===== src/rtl/mips_mem_router.sv =====
// Memory-bus router for the MIPS core: decodes each request against NUM_REGIONS
// base/limit windows, registers it toward one region and returns reads in order.

module mips_mem_router_win #(
  parameter int                ADDR_W = 32,
  parameter logic [ADDR_W-1:0] BASE   = '0,
  parameter logic [ADDR_W-1:0] LIMIT  = '0,
  parameter logic [ADDR_W-1:0] BIAS   = '0
) (
  input  logic [ADDR_W-1:0] addr,
  output logic              hit,
  output logic [ADDR_W-1:0] loc_addr
);
  assign hit      = (addr >= BASE) && (addr <= LIMIT);
  assign loc_addr = addr - BASE + BIAS;
endmodule

module mips_mem_router #(
  parameter int NUM_REGIONS = 4,
  parameter int ADDR_W      = 32,
  parameter int DATA_W      = 32,
  parameter int MAX_OUTST   = 4,
  parameter logic [NUM_REGIONS*ADDR_W-1:0] REGION_BASE  =
    {32'hFFFF_0000, 32'h7FFF_0000, 32'h1001_0000, 32'h0040_0000},
  parameter logic [NUM_REGIONS*ADDR_W-1:0] REGION_LIMIT =
    {32'hFFFF_FFFF, 32'h7FFF_EFFC, 32'h1001_FFFF, 32'h004F_FFFF},
  parameter logic [NUM_REGIONS*ADDR_W-1:0] REGION_BIAS  = '0
) (
  input  logic                          clk,
  input  logic                          rst,
  input  logic                          req_valid,
  output logic                          req_ready,
  input  logic                          req_write,
  input  logic [ADDR_W-1:0]             req_addr,
  input  logic [DATA_W-1:0]             req_wdata,
  output logic [NUM_REGIONS-1:0]        mem_valid,
  input  logic [NUM_REGIONS-1:0]        mem_ready,
  output logic                          mem_write,
  output logic [ADDR_W-1:0]             mem_addr,
  output logic [DATA_W-1:0]             mem_wdata,
  input  logic [NUM_REGIONS-1:0]        mem_rsp_valid,
  output logic [NUM_REGIONS-1:0]        mem_rsp_ready,
  input  logic [NUM_REGIONS*DATA_W-1:0] mem_rsp_rdata,
  output logic                          rsp_valid,
  output logic                          rsp_err,
  output logic [DATA_W-1:0]             rsp_rdata,
  output logic                          err_flag,
  output logic [ADDR_W-1:0]             err_addr,
  output logic                          err_write,
  input  logic                          err_clr
);
  localparam int TAG_W = $clog2(NUM_REGIONS + 1);
  localparam int PTR_W = $clog2(MAX_OUTST);
  localparam int CNT_W = PTR_W + 1;
  localparam logic [TAG_W-1:0] TAG_ERR = TAG_W'(NUM_REGIONS);
  localparam logic [CNT_W-1:0] CNT_MAX = CNT_W'(MAX_OUTST);

  logic [NUM_REGIONS-1:0]             win_hit;
  logic [NUM_REGIONS-1:0][ADDR_W-1:0] win_addr;

  for (genvar g = 0; g < NUM_REGIONS; g++) begin : g_win
    mips_mem_router_win #(
      .ADDR_W (ADDR_W),
      .BASE   (REGION_BASE [g*ADDR_W +: ADDR_W]),
      .LIMIT  (REGION_LIMIT[g*ADDR_W +: ADDR_W]),
      .BIAS   (REGION_BIAS [g*ADDR_W +: ADDR_W])
    ) u_win (
      .addr     (req_addr),
      .hit      (win_hit[g]),
      .loc_addr (win_addr[g])
    );
  end

  logic [NUM_REGIONS-1:0] dec_oh;
  logic [TAG_W-1:0]       dec_idx;
  logic [ADDR_W-1:0]      dec_addr;
  logic                   req_fault;

  // Descending scan so the lowest matching window wins on overlap.
  always_comb begin
    dec_oh   = '0;
    dec_idx  = '0;
    dec_addr = '0;
    for (int i = NUM_REGIONS - 1; i >= 0; i--) begin
      if (win_hit[i]) begin
        dec_oh    = '0;
        dec_oh[i] = 1'b1;
        dec_idx   = TAG_W'(i);
        dec_addr  = win_addr[i];
      end
    end
  end

  assign req_fault = ~(|win_hit) | (req_addr[1:0] != 2'b00);

  logic [NUM_REGIONS-1:0] s_oh_q, s_oh_d;
  logic                   s_write_q, s_write_d;
  logic [ADDR_W-1:0]      s_addr_q, s_addr_d;
  logic [DATA_W-1:0]      s_wdata_q, s_wdata_d;
  logic [PTR_W-1:0]       wr_ptr_q, wr_ptr_d, rd_ptr_q, rd_ptr_d;
  logic [CNT_W-1:0]       cnt_q, cnt_d;
  logic                   err_flag_q, err_flag_d, err_write_q, err_write_d;
  logic [ADDR_W-1:0]      err_addr_q, err_addr_d;
  logic [TAG_W-1:0]       tag_mem_q [MAX_OUTST];

  logic s_busy, s_fire, accept, push, pop;
  logic [TAG_W-1:0] push_tag, head_tag;

  assign s_busy    = |s_oh_q;
  assign s_fire    = |(s_oh_q & mem_ready);
  assign req_ready = (~s_busy | s_fire) & (req_write | (cnt_q < CNT_MAX));
  assign accept    = req_valid & req_ready;
  assign push      = accept & ~req_write;
  assign push_tag  = req_fault ? TAG_ERR : dec_idx;
  assign head_tag  = tag_mem_q[rd_ptr_q];

  assign mem_valid = s_oh_q;
  assign mem_write = s_write_q;
  assign mem_addr  = s_addr_q;
  assign mem_wdata = s_wdata_q;

  always_comb begin
    s_oh_d    = s_fire ? '0 : s_oh_q;
    s_write_d = s_write_q;
    s_addr_d  = s_addr_q;
    s_wdata_d = s_wdata_q;
    if (accept && !req_fault) begin
      s_oh_d    = dec_oh;
      s_write_d = req_write;
      s_addr_d  = dec_addr;
      s_wdata_d = req_wdata;
    end
  end

  // Head of the tag FIFO steers the response mux; error tags retire at once.
  always_comb begin
    mem_rsp_ready = '0;
    rsp_valid     = 1'b0;
    rsp_err       = 1'b0;
    rsp_rdata     = '0;
    pop           = 1'b0;
    if (cnt_q != '0) begin
      if (head_tag == TAG_ERR) begin
        rsp_valid = 1'b1;
        rsp_err   = 1'b1;
        pop       = 1'b1;
      end else begin
        for (int i = 0; i < NUM_REGIONS; i++) begin
          if (head_tag == TAG_W'(i)) begin
            mem_rsp_ready[i] = 1'b1;
            rsp_valid        = mem_rsp_valid[i];
            rsp_rdata        = mem_rsp_valid[i] ? mem_rsp_rdata[i*DATA_W +: DATA_W] : '0;
            pop              = mem_rsp_valid[i];
          end
        end
      end
    end
  end

  always_comb begin
    wr_ptr_d = push ? wr_ptr_q + PTR_W'(1) : wr_ptr_q;
    rd_ptr_d = pop  ? rd_ptr_q + PTR_W'(1) : rd_ptr_q;
    case ({push, pop})
      2'b10:   cnt_d = cnt_q + CNT_W'(1);
      2'b01:   cnt_d = cnt_q - CNT_W'(1);
      default: cnt_d = cnt_q;
    endcase
  end

  // A fault coinciding with err_clr is recorded over the clear.
  always_comb begin
    err_flag_d  = err_flag_q;
    err_addr_d  = err_addr_q;
    err_write_d = err_write_q;
    if (err_clr) begin
      err_flag_d  = 1'b0;
      err_addr_d  = '0;
      err_write_d = 1'b0;
    end
    if (accept && req_fault && (!err_flag_q || err_clr)) begin
      err_flag_d  = 1'b1;
      err_addr_d  = req_addr;
      err_write_d = req_write;
    end
  end

  assign err_flag  = err_flag_q;
  assign err_addr  = err_addr_q;
  assign err_write = err_write_q;

  always_ff @(posedge clk or posedge rst) begin
    if (rst) begin
      s_oh_q      <= '0;
      s_write_q   <= 1'b0;
      s_addr_q    <= '0;
      s_wdata_q   <= '0;
      wr_ptr_q    <= '0;
      rd_ptr_q    <= '0;
      cnt_q       <= '0;
      err_flag_q  <= 1'b0;
      err_addr_q  <= '0;
      err_write_q <= 1'b0;
    end else begin
      s_oh_q      <= s_oh_d;
      s_write_q   <= s_write_d;
      s_addr_q    <= s_addr_d;
      s_wdata_q   <= s_wdata_d;
      wr_ptr_q    <= wr_ptr_d;
      rd_ptr_q    <= rd_ptr_d;
      cnt_q       <= cnt_d;
      err_flag_q  <= err_flag_d;
      err_addr_q  <= err_addr_d;
      err_write_q <= err_write_d;
    end
  end

  always_ff @(posedge clk) begin
    if (push) tag_mem_q[wr_ptr_q] <= push_tag;
  end
endmodule


===== config.mk =====
export PLATFORM = sky130hd
export DESIGN_NAME = mips_mem_router
export DESIGN_NICKNAME = d
export VERILOG_FILES = /design/src/rtl/mips_mem_router.sv
export SDC_FILE = /design/constraint.sdc
export NUM_CORES = 1
export LEC_CHECK = 0
export CELL_PAD_IN_SITES_DETAIL_PLACEMENT = 1
export CELL_PAD_IN_SITES_GLOBAL_PLACEMENT = 1
export CORE_UTILIZATION = 25
export DETAILED_ROUTE_END_ITERATION = 10
export GPL_ROUTABILITY_DRIVEN = 1
export PLACE_DENSITY = 0.89
export SLEW_MARGIN = 20
export SYNTH_ARGS = -nofsm -noshare
export SYNTH_HDL_FRONTEND = slang
export SYNTH_SLANG_ARGS = --single-unit

===== constraint.sdc =====
create_clock -name clk -period 3.9 [get_ports clk]
set_clock_uncertainty 0.2 [all_clocks]
set_input_delay 0.78 -clock clk [delete_from_list [all_inputs] [get_ports clk]]
set_output_delay 0.78 -clock clk [all_outputs]
set_load 0.005 [all_outputs]

==> results of run 1 <==
state kept, by name, indices dropped and copies added (netlist names):
name       cells
tag_mem_q     12
err_addr      32
cnt_q          3
err_flag       1
mem_valid      4
err_write      1
mem_addr      32
mem_write      1
rd_ptr_q       2
mem_wdata     32
wr_ptr_q       2
cells by family after synthesis:
kind of cell	Yosys count	synth area share, %
flops	122	49.8
compound gates	161	19.9
simple gates	286	19.8
xor+xnor	10	1.40
mux	4	1.24
buf+inv	59	5.15
fa+ha+maj	13	2.72
tightest hold or removal path, stage by stage, from the launching register on:
cell     delay, ns
dfrtp_1       0.34
nand2_1       0.05
nand2_1       0.05
final timing paths:
path | depth (start not counted) | to | from | slack (ns)
setup / recovery | 7 | rsp_valid | rd_ptr_q[0] | 0.15
hold / removal | 2 | mem_wdata[15] | mem_wdata[15] | 0.27
setup reg to reg | 11 | cnt_q[2] | mem_valid[0] | 0.67
hold reg to reg | 2 | mem_wdata[15] | mem_wdata[15] | 0.27
max in group asynchronous | 3 | mem_wdata[24] | rst | 2.07
min in group asynchronous | 2 | mem_wdata[18] | rst | 0.71
timing repair:
| item | in CTS | in global routing |
|---|---|---|
| buffers inserted | 8 | 1 |
| cloned | 1 | 0 |
| setup endpoints to repair | 33 | 17 |
| pin swaps | 12 | 1 |
| gates resized for setup | 41 | 1 |
layout by cell type, fill, tap and decap left out, drive strengths merged, types with 4 or more instances in the layout:
cell type      Yosys  final
a211oi             4      4
a21o               4      4
a21oi             45     45
a222oi            32     32
a22o              34     34
a31oi              4      4
and2               9      9
buf               18     57
bufinv             0      4
clkbuf            20     20
clkdlybuf4s15      0      4
clkdlybuf4s50      0    314
clkinv             0      7
dfrtp            110    110
dlygate4sd2        0     28
edfxtp            12     12
ha                12     12
inv               21     21
nand2            195    195
nand3              8      8
nand4              8      8
nor2              29     29
nor3               9      9
nor4              11     11
o21ai             19     19
or4                4      4
xnor2              5      5
xor2               5      5
power groups by stage:
stage / logic, mW / clock network [mW] / registers [mW]
after floorplan: 0.825 / 0 / 1.50
after global placement: 1.85 / 0 / 1.52
after detailed placement: 1.91 / 0 / 1.53
after CTS: 1.91 / 1.68 / 1.51
after global routing: 2.05 / 1.73 / 1.52
final: 1.91 / 1.64 / 1.51
layout make-up:
class	instances	area [um2]	share of cell area, %
tap	324	405	3.67
timing repair buffer	403	3980	36.0
multi-input combinational	474	2850	25.8
clock buffer	20	437	3.96
antenna	2	5.00	0.0453
inverter	21	81.3	0.737
clock inverter	12	174	1.58
sequential	122	3110	28.2
per-layer routing:
metal / GRT usage (%) / vias to the layer above / routed length, um / part of all wire, %
met5: 0 / - / 0 / 0
met4: 8.74 / 0 / 907 / 3.3
met3: 6.68 / 51 / 2200 / 7.9
met2: 39.2 / 307 / 14400 / 52
met1: 21.9 / 3358 / 10200 / 37
li1: - / 3126 / - / -
per-stage QoR:
stage / setup TNS, ns / total power, mW / hold WS [ns] / worst slack (ns)
CTS: -0.00698 / 5.10 / 0.275 / -0.00377
floorplan: 0 / 2.32 / 0.270 / 0.0177
global placement: 0 / 3.36 / 0.258 / 0.123
global route: 0 / 5.30 / 0.297 / 0.0225
detailed placement: 0 / 3.44 / 0.262 / 0.0400
finish: 0 / 5.05 / 0.271 / 0.154
==> metrics, run 1 <==
outcome complete, no violations; clock sink total 122; die width 160 um; gr usage total 21.2%; max incr delay on CP 0.55 ns; Final Util 45.3%; DR pass1 iterations 5; Req. time, crit path 2.92 ns; DP Area 10300 um2; first-pass GRT wire length 41700 um; Syn Inst Count 655; Synth area leader dfrtp_1; Cell variety after synth 63; crit path cell chain mux4_2, buf_4, nand2b_1, nor2_2, nor3_1, nor2_2, clkdlybuf4s50_1; Worst-Skew Late Latency 0.41 ns; Finished Layout Cells 1378; ANT nets after route 0; CORE AREA 24400 um2; largest net degree at the start of global routing 69; RSZ-0062 raised after global routing false; Fin. Hold Viols 0; top cell type's share of synthesized area 44.1%; Post-CTS Hold Buffers 0; Synth top cells by count nand2_1 (194), dfrtp_1 (110), a21oi_1 (42); Max Cap Viol 0; Pleak 4.82 nW; H-tree Lvls 4; vias in the first global route 7302; Gate power share 37.7%; critical path type flip-flop to output pin; most common cell in the netlist nand2_1; Max FO, Critical Path 4; Top delay family on crit path buffers and inverters; CP Data Arrival Time 2.77 ns; Post-route DRC 0; post-synth net total 873; synthesized area 6250 um2; Placer Congestion 0.905; Avg Vias per Cell 4.97; Area contributors post-synth dfrtp_1 (44%), nand2_1 (12%), edfxtp_1 (5.8%); Cell Int Power 3.48 mW; # port buffers 346; worst slew pin tran 0.879 ns; number of synthesized flops with an enable pin 12; routed len/inst 20.2 um; row count 57; Max VDD drop 273 uV; placed cell count 1334; Clk pin slew, worst setup/hold paths 0.06 ns; Peak Freq 267 MHz; initial antenna violation count 3; via count 6842; sequential share of the synthesized area 49.8%; clock buffer depth 2; hpwl dp 21600 um; nets 1257; Post-synth ARST share 90.2%; Main synth FF type dfrtp_1; P_sw 1.57 mW; pwr dens 458 nW/um2; Hold WC Path Type flip-flop to flip-flop; CP Capture Type output pin; Switching Fraction 31.1%; fin area 11000 um2; Fillers 2777; total CTS buffers 17; Clock power frac 32.5%; Synthesis Warnings 0; clock period minus worst slack 3.75 ns; Initial Util 25.6%; slowest stage cell, crit path clkdlybuf4s50_1; max-slew violations 0; register share of total power 29.8%; area delta synth->final 76.7%; die height 160 um; Final setup viols 0; count of state elements after synthesis 122; layout cell share with drive strength beyond 1 10.7%; initial drt markers 411; CTS root buffer clkbuf_16; CTS tree built; I/O pin total 347; worst rel slew slack 41.4%; final WL 27800 um; CP Launch Type flip-flop; Buffers & Inverters on Critical Path 2; cell mode on critical path nor2_2; global route overflow 0; die area 25600 um2; Avg Cell Area, Syn 9.54 um2; period utilization 96.1%
Note: power is estimated with default switching activity, not from simulation.
==> run 2: changes to the inputs <==
- CTS_CLUSTER_DIAMETER: unset -> 50
- TNS_END_PERCENT: unset -> 20
==> metrics, run 2 (synthesis gave the netlist of run 1 again) <==
area of the multi-input gates 2850 um2 (+0.18%); via count 6816 (-0.38%); hold slack 0.270 ns (-0.0000860 ns); pwr dens 460 nW/um2 (+0.51%); Worst-Skew Late Latency 0.41 ns (about the same); Max VDD drop 278 uV (+2.0%); gr usage total 21.2% (about the same); H-tree Lvls 4 (unchanged); Hold WC Path Type flip-flop to flip-flop; global route overflow 0 (unchanged); first-pass GRT wire length 41700 um (about the same); hpwl dp 21600 um (unchanged); Post-CTS Hold Buffers 0 (unchanged); initial drt markers 388 (-5.6%); post-route setup slack -0.0725 ns (-0.226 ns); clock buffer depth 2 (unchanged); I/O pin total 347 (unchanged); CTS tree built; RSZ-0062 raised after global routing true; layout cell share with drive strength beyond 1 10.6% (-0.095 points); nets 1257 (unchanged); Post-route DRC 0 (unchanged); Placer Congestion 0.905 (unchanged); routed len/inst 20.4 um (+1.2%); Fillers 2758 (-0.68%); ANT nets after route 0 (unchanged); placed cell count 1334 (unchanged); total CTS buffers 17 (unchanged); area delta synth->final 77.6%; die area 25600 um2 (unchanged); Req. time, crit path 2.92 ns (about the same); Pleak 4.98 nW (+3.3%); Avg Vias per Cell 4.95 (-0.38%); critical path type flip-flop to output pin; Max FO, Critical Path 32 (+28); violated checks setup timing; CP Data Arrival Time 2.99 ns (+0.22 ns); Setup WS pre-CTS 0.0400 ns (unchanged); # port buffers 346 (unchanged); Fin. Hold Viols 0 (unchanged); CTS root buffer clkbuf_16; worst slew pin tran 0.878 ns (-0.00105 ns); CORE AREA 24400 um2 (unchanged); setup TNS -0.122 ns (-0.122 ns); final WL 28100 um (+1.2%); Finished Layout Cells 1378 (unchanged); vias in the first global route 7291 (-0.15%); row count 57 (unchanged); clock sink total 122 (unchanged); initial antenna violation count 3 (unchanged); DR pass1 iterations 5 (unchanged); Max Cap Viol 0 (unchanged); die height 160 um (unchanged); CP Capture Type output pin; Final setup viols 4 (+4); Clk pin slew, worst setup/hold paths 0.06 ns (about the same); max-slew violations 0 (unchanged); Initial Util 25.6% (unchanged); worst rel slew slack 41.5% (+0.070 points); CP Launch Type flip-flop; Final Util 45.5% (+0.24 points); period utilization 102% (+5.8 points); outcome finished, violations left; die width 160 um (unchanged); register area 3110 um2 (unchanged); clock period minus worst slack 3.97 ns (+0.226 ns); largest net degree at the start of global routing 69 (unchanged); Peak Freq 252 MHz (-5.7%); commonest non-fill, non-tap cell in the layout clkdlybuf4s50_1; most frequent cells in the layout clkdlybuf4s50_1 (319), nand2_1 (194), dfrtp_1 (109)
## run 2: final cells by class
| class | count | area share, % |
|---|---|---|
| Antenna cell | 2 | 0.0451 |
| Clock buffer | 20 | 3.94 |
| Clock inverter | 12 | 1.57 |
| Inverter | 21 | 0.733 |
| Multi-Input combinational cell | 474 | 25.7 |
| Sequential cell | 122 | 28.1 |
| Tap cell | 324 | 3.65 |
| Timing Repair Buffer | 403 | 36.3 |
## run 2: worst max-delay path, stage by stage (launching register included)
cell             delay (ns)
dfrtp_2                0.41
buf_4                  0.12
mux4_2                 0.53
buf_4                  0.16
nand2_1                0.10
nor2_4                 0.06
buf_12                 0.17
a222oi_1               0.42
a21oi_1                0.13
clkdlybuf4s50_1        0.47
## run 2: per-layer routing
metal	wire, um	up-vias	track usage [%]	part of all wire [%]
li1	-	3125	-	-
met1	10400	3346	22.0	37
met2	14700	295	39.0	52
met3	2120	50	6.73	7.5
met4	884	0	9.00	3.1
met5	0	-	0	0
## run 2: repair_timing
action,4_1_cts,5_1_grt
setup endpoints to repair,33,21
cloned,1,0
buffers inserted,7,2
pin swaps,8,3
gates resized for setup,17,17
## run 2: worst paths after layout
check                                   start       endpoint  slack, ns  cells after the start
worst min-delay path            mem_wdata[15]  mem_wdata[15]       0.27                      2
worst min register to register  mem_wdata[15]  mem_wdata[15]       0.27                      2
min in group asynchronous                 rst  mem_wdata[18]       0.72                      2
worst max register to register   mem_valid[0]       cnt_q[2]       0.68                     11
worst max-delay path              rd_ptr_q[0]  rsp_rdata[19]      -0.07                      9
max in group asynchronous                 rst  mem_wdata[31]       2.08                      3
## run 2: metrics by stage
stage,cell area [um2],power [mW]
detailed placement,10300,3.44
finish,11100,5.10
global route,11100,5.35
global placement,10300,3.36
CTS,11000,5.15
floorplan,6250,2.32
## run 2: where the power goes
part,internal (mW),switching [mW],total [mW]
Clock,1.07,0.573,1.64
Combinational,1.05,0.913,1.96
Sequential,1.41,0.0992,1.51
==> run 3: changes to the inputs <==
- CAP_MARGIN: unset -> 40
- CORE_UTILIZATION: 25 -> 28
- PLACE_DENSITY: 0.89 -> 0.93
- clock period: 3.9 -> 4.4 ns (I/O delays scaled with it)
==> metrics, run 3 (synthesis gave the netlist of run 1 again) <==
CP Data Arrival Time 3.18 ns (+0.19 ns); global route overflow 0 (unchanged); Max VDD drop 226 uV (-19%); Final setup viols 0 (-4); setup TNS 0 ns (+0.122 ns); Max FO, Critical Path 15 (-53%); I/O pin total 347 (unchanged); Req. time, crit path 3.32 ns (+0.40 ns); Pleak 4.55 nW (-8.7%); largest net degree at the start of global routing 54 (-22%); row count 54 (-5.3%); total CTS buffers 17 (unchanged); Fillers 2416 (-12%); routed len/inst 21.6 um (+6.1%); CP Capture Type output pin; Final Util 49.4% (+3.9 points); worst rel slew slack 54.4% (+13 points); H-tree Lvls 4 (unchanged); Initial Util 28.6% (+3.0 points); Fin. Hold Viols 0 (unchanged); max-slew violations 0 (unchanged); final WL 28100 um (+0.12%); die area 22900 um2 (-11%); most frequent cells in the layout clkdlybuf4s50_1 (346), nand2_1 (194), dfrtp_1 (109); CTS tree built; clock period minus worst slack 4.26 ns; initial drt markers 337 (-13%); via count 6775 (-0.60%); Worst-Skew Late Latency 0.42 ns (about the same); die height 151 um (-5.4%); Placer Congestion 0.950 (+5.1%); Top delay family on crit path buffers and inverters; area of the multi-input gates 2850 um2 (about the same); CTS root buffer clkbuf_16; Clk pin slew, worst setup/hold paths 0.06 ns (about the same); outcome complete, no violations; RSZ-0062 raised after global routing false; max incr delay on CP 0.57 ns (+0.04 ns); Hold WC Path Type flip-flop to flip-flop; pwr dens 420 nW/um2 (-8.6%); vias in the first global route 7288 (-0.041%); gr usage total 24.2% (+3.0 points); initial antenna violation count 2 (-1); antenna cells 0 (-2); CORE AREA 21800 um2 (-11%); worst slew pin tran 0.683 ns (-0.194 ns); Post-CTS Hold Buffers 0 (unchanged); clock sink total 122 (unchanged); nets 1225 (-2.5%); Peak Freq 235 MHz; clock buffer depth 2 (unchanged); layout cell share with drive strength beyond 1 8.04% (-2.6 points); CP Launch Type flip-flop; hold slack 0.276 ns (+0.00605 ns); first-pass GRT wire length 41000 um (-1.6%); critical path type flip-flop to output pin; area delta synth->final 72.6%; Avg Vias per Cell 5.21 (+5.4%); Buffers & Inverters on Critical Path 3 (-1); commonest non-fill, non-tap cell in the layout clkdlybuf4s50_1; die width 151 um (-5.4%); DR pass1 iterations 5 (unchanged); Max Cap Viol 0 (unchanged); ANT nets after route 0 (unchanged); register area 3110 um2 (unchanged); # port buffers 346 (unchanged); crit path cell chain mux4_2, or2_4, nor3b_4, buf_4, clkbuf_16, a222oi_1, a21oi_1, clkdlybuf4s50_1; Post-route DRC 0 (unchanged); slowest stage cell, crit path mux4_2; period utilization 96.8%; hpwl dp 21300 um (-1.4%)
run 3: changes by cell type in the layout (fill, tap and decap cells not counted), sizes merged:
cell	previous run	this run
dlymetal6s2s	13	0
clkbuf	20	18
clkdlybuf4s50	319	346
diode	2	0
inv	21	23
clkinv	7	5
dlygate4sd2	14	0
buf	57	24
clkinvlp	1	4
run 3: worst reg2reg max path: cells and delay by family, from the launching register on:
kind / cells / cell delay, ns
and+or+nand+nor: 4 / 1.27
buffers and inverters: 2 / 0.16
AOI/OAI and AO/OA: 1 / 0.40
adders and majority gates: 2 / 0.39
DFF: 1 / 0.43
xor gates and xnor gates: 2 / 0.28
run 3: per-stage QoR:
| stage | worst slack, ns | cells | area [um2] | power (mW) |
|---|---|---|---|---|
| 4_1_cts | 0.0191 | 1297 | 10700 | 4.52 |
| 5_1_grt | 0.00445 | 1300 | 10800 | 4.74 |
| 2_1_floorplan | 0.418 | 655 | 6250 | 2.06 |
| 6_report | 0.139 | 1300 | 10800 | 4.53 |
| 3_3_place_gp | 0.407 | 1264 | 10100 | 2.95 |
| 3_5_place_dp | 0.319 | 1265 | 10100 | 3.00 |
run 3: layout make-up:
cell class,count,area share [%]
Inverter,21,0.754
Tap cell,280,3.25
Sequential cell,122,28.9
Timing Repair Buffer,371,34.9
Clock buffer,17,3.94
Multi-Input combinational cell,474,26.4
Clock inverter,15,1.84
run 3: repair_timing:
item | in CTS | in global routing
pin swaps | 0 | 2
hold endpoints to repair | 0 | 0
cloned | 0 | 1
buffers inserted | 0 | 2
gates resized for setup | 2 | 6
endpoints found under the setup margin | 10 | 9
run 3: per-layer routing:
layer,vias to the layer above,track usage (%),wire (um)
met5,-,0,23
met4,4,13.2,1310
met3,64,9.88,2940
met2,313,42.7,14200
met1,3336,24.0,9610
li1,3058,-,-
run 3: path summary, 6_finish.rpt:
check,startpoint,to,slack (ns),depth (start not counted)
setup / recovery,rd_ptr_q[0],rsp_rdata[17],0.14,8
hold / removal,mem_wdata[16],mem_wdata[16],0.28,2
setup reg to reg,mem_valid[0],cnt_q[2],1.14,11
hold reg to reg,mem_wdata[16],mem_wdata[16],0.28,2
max in group asynchronous,rst,err_addr[2],2.65,4
min in group asynchronous,rst,mem_wdata[10],0.54,2
run 3: where the power goes:
part | internal [mW] | switching [mW]
Clock | 0.948 | 0.549
Combinational | 0.919 | 0.785
Sequential | 1.25 | 0.0847
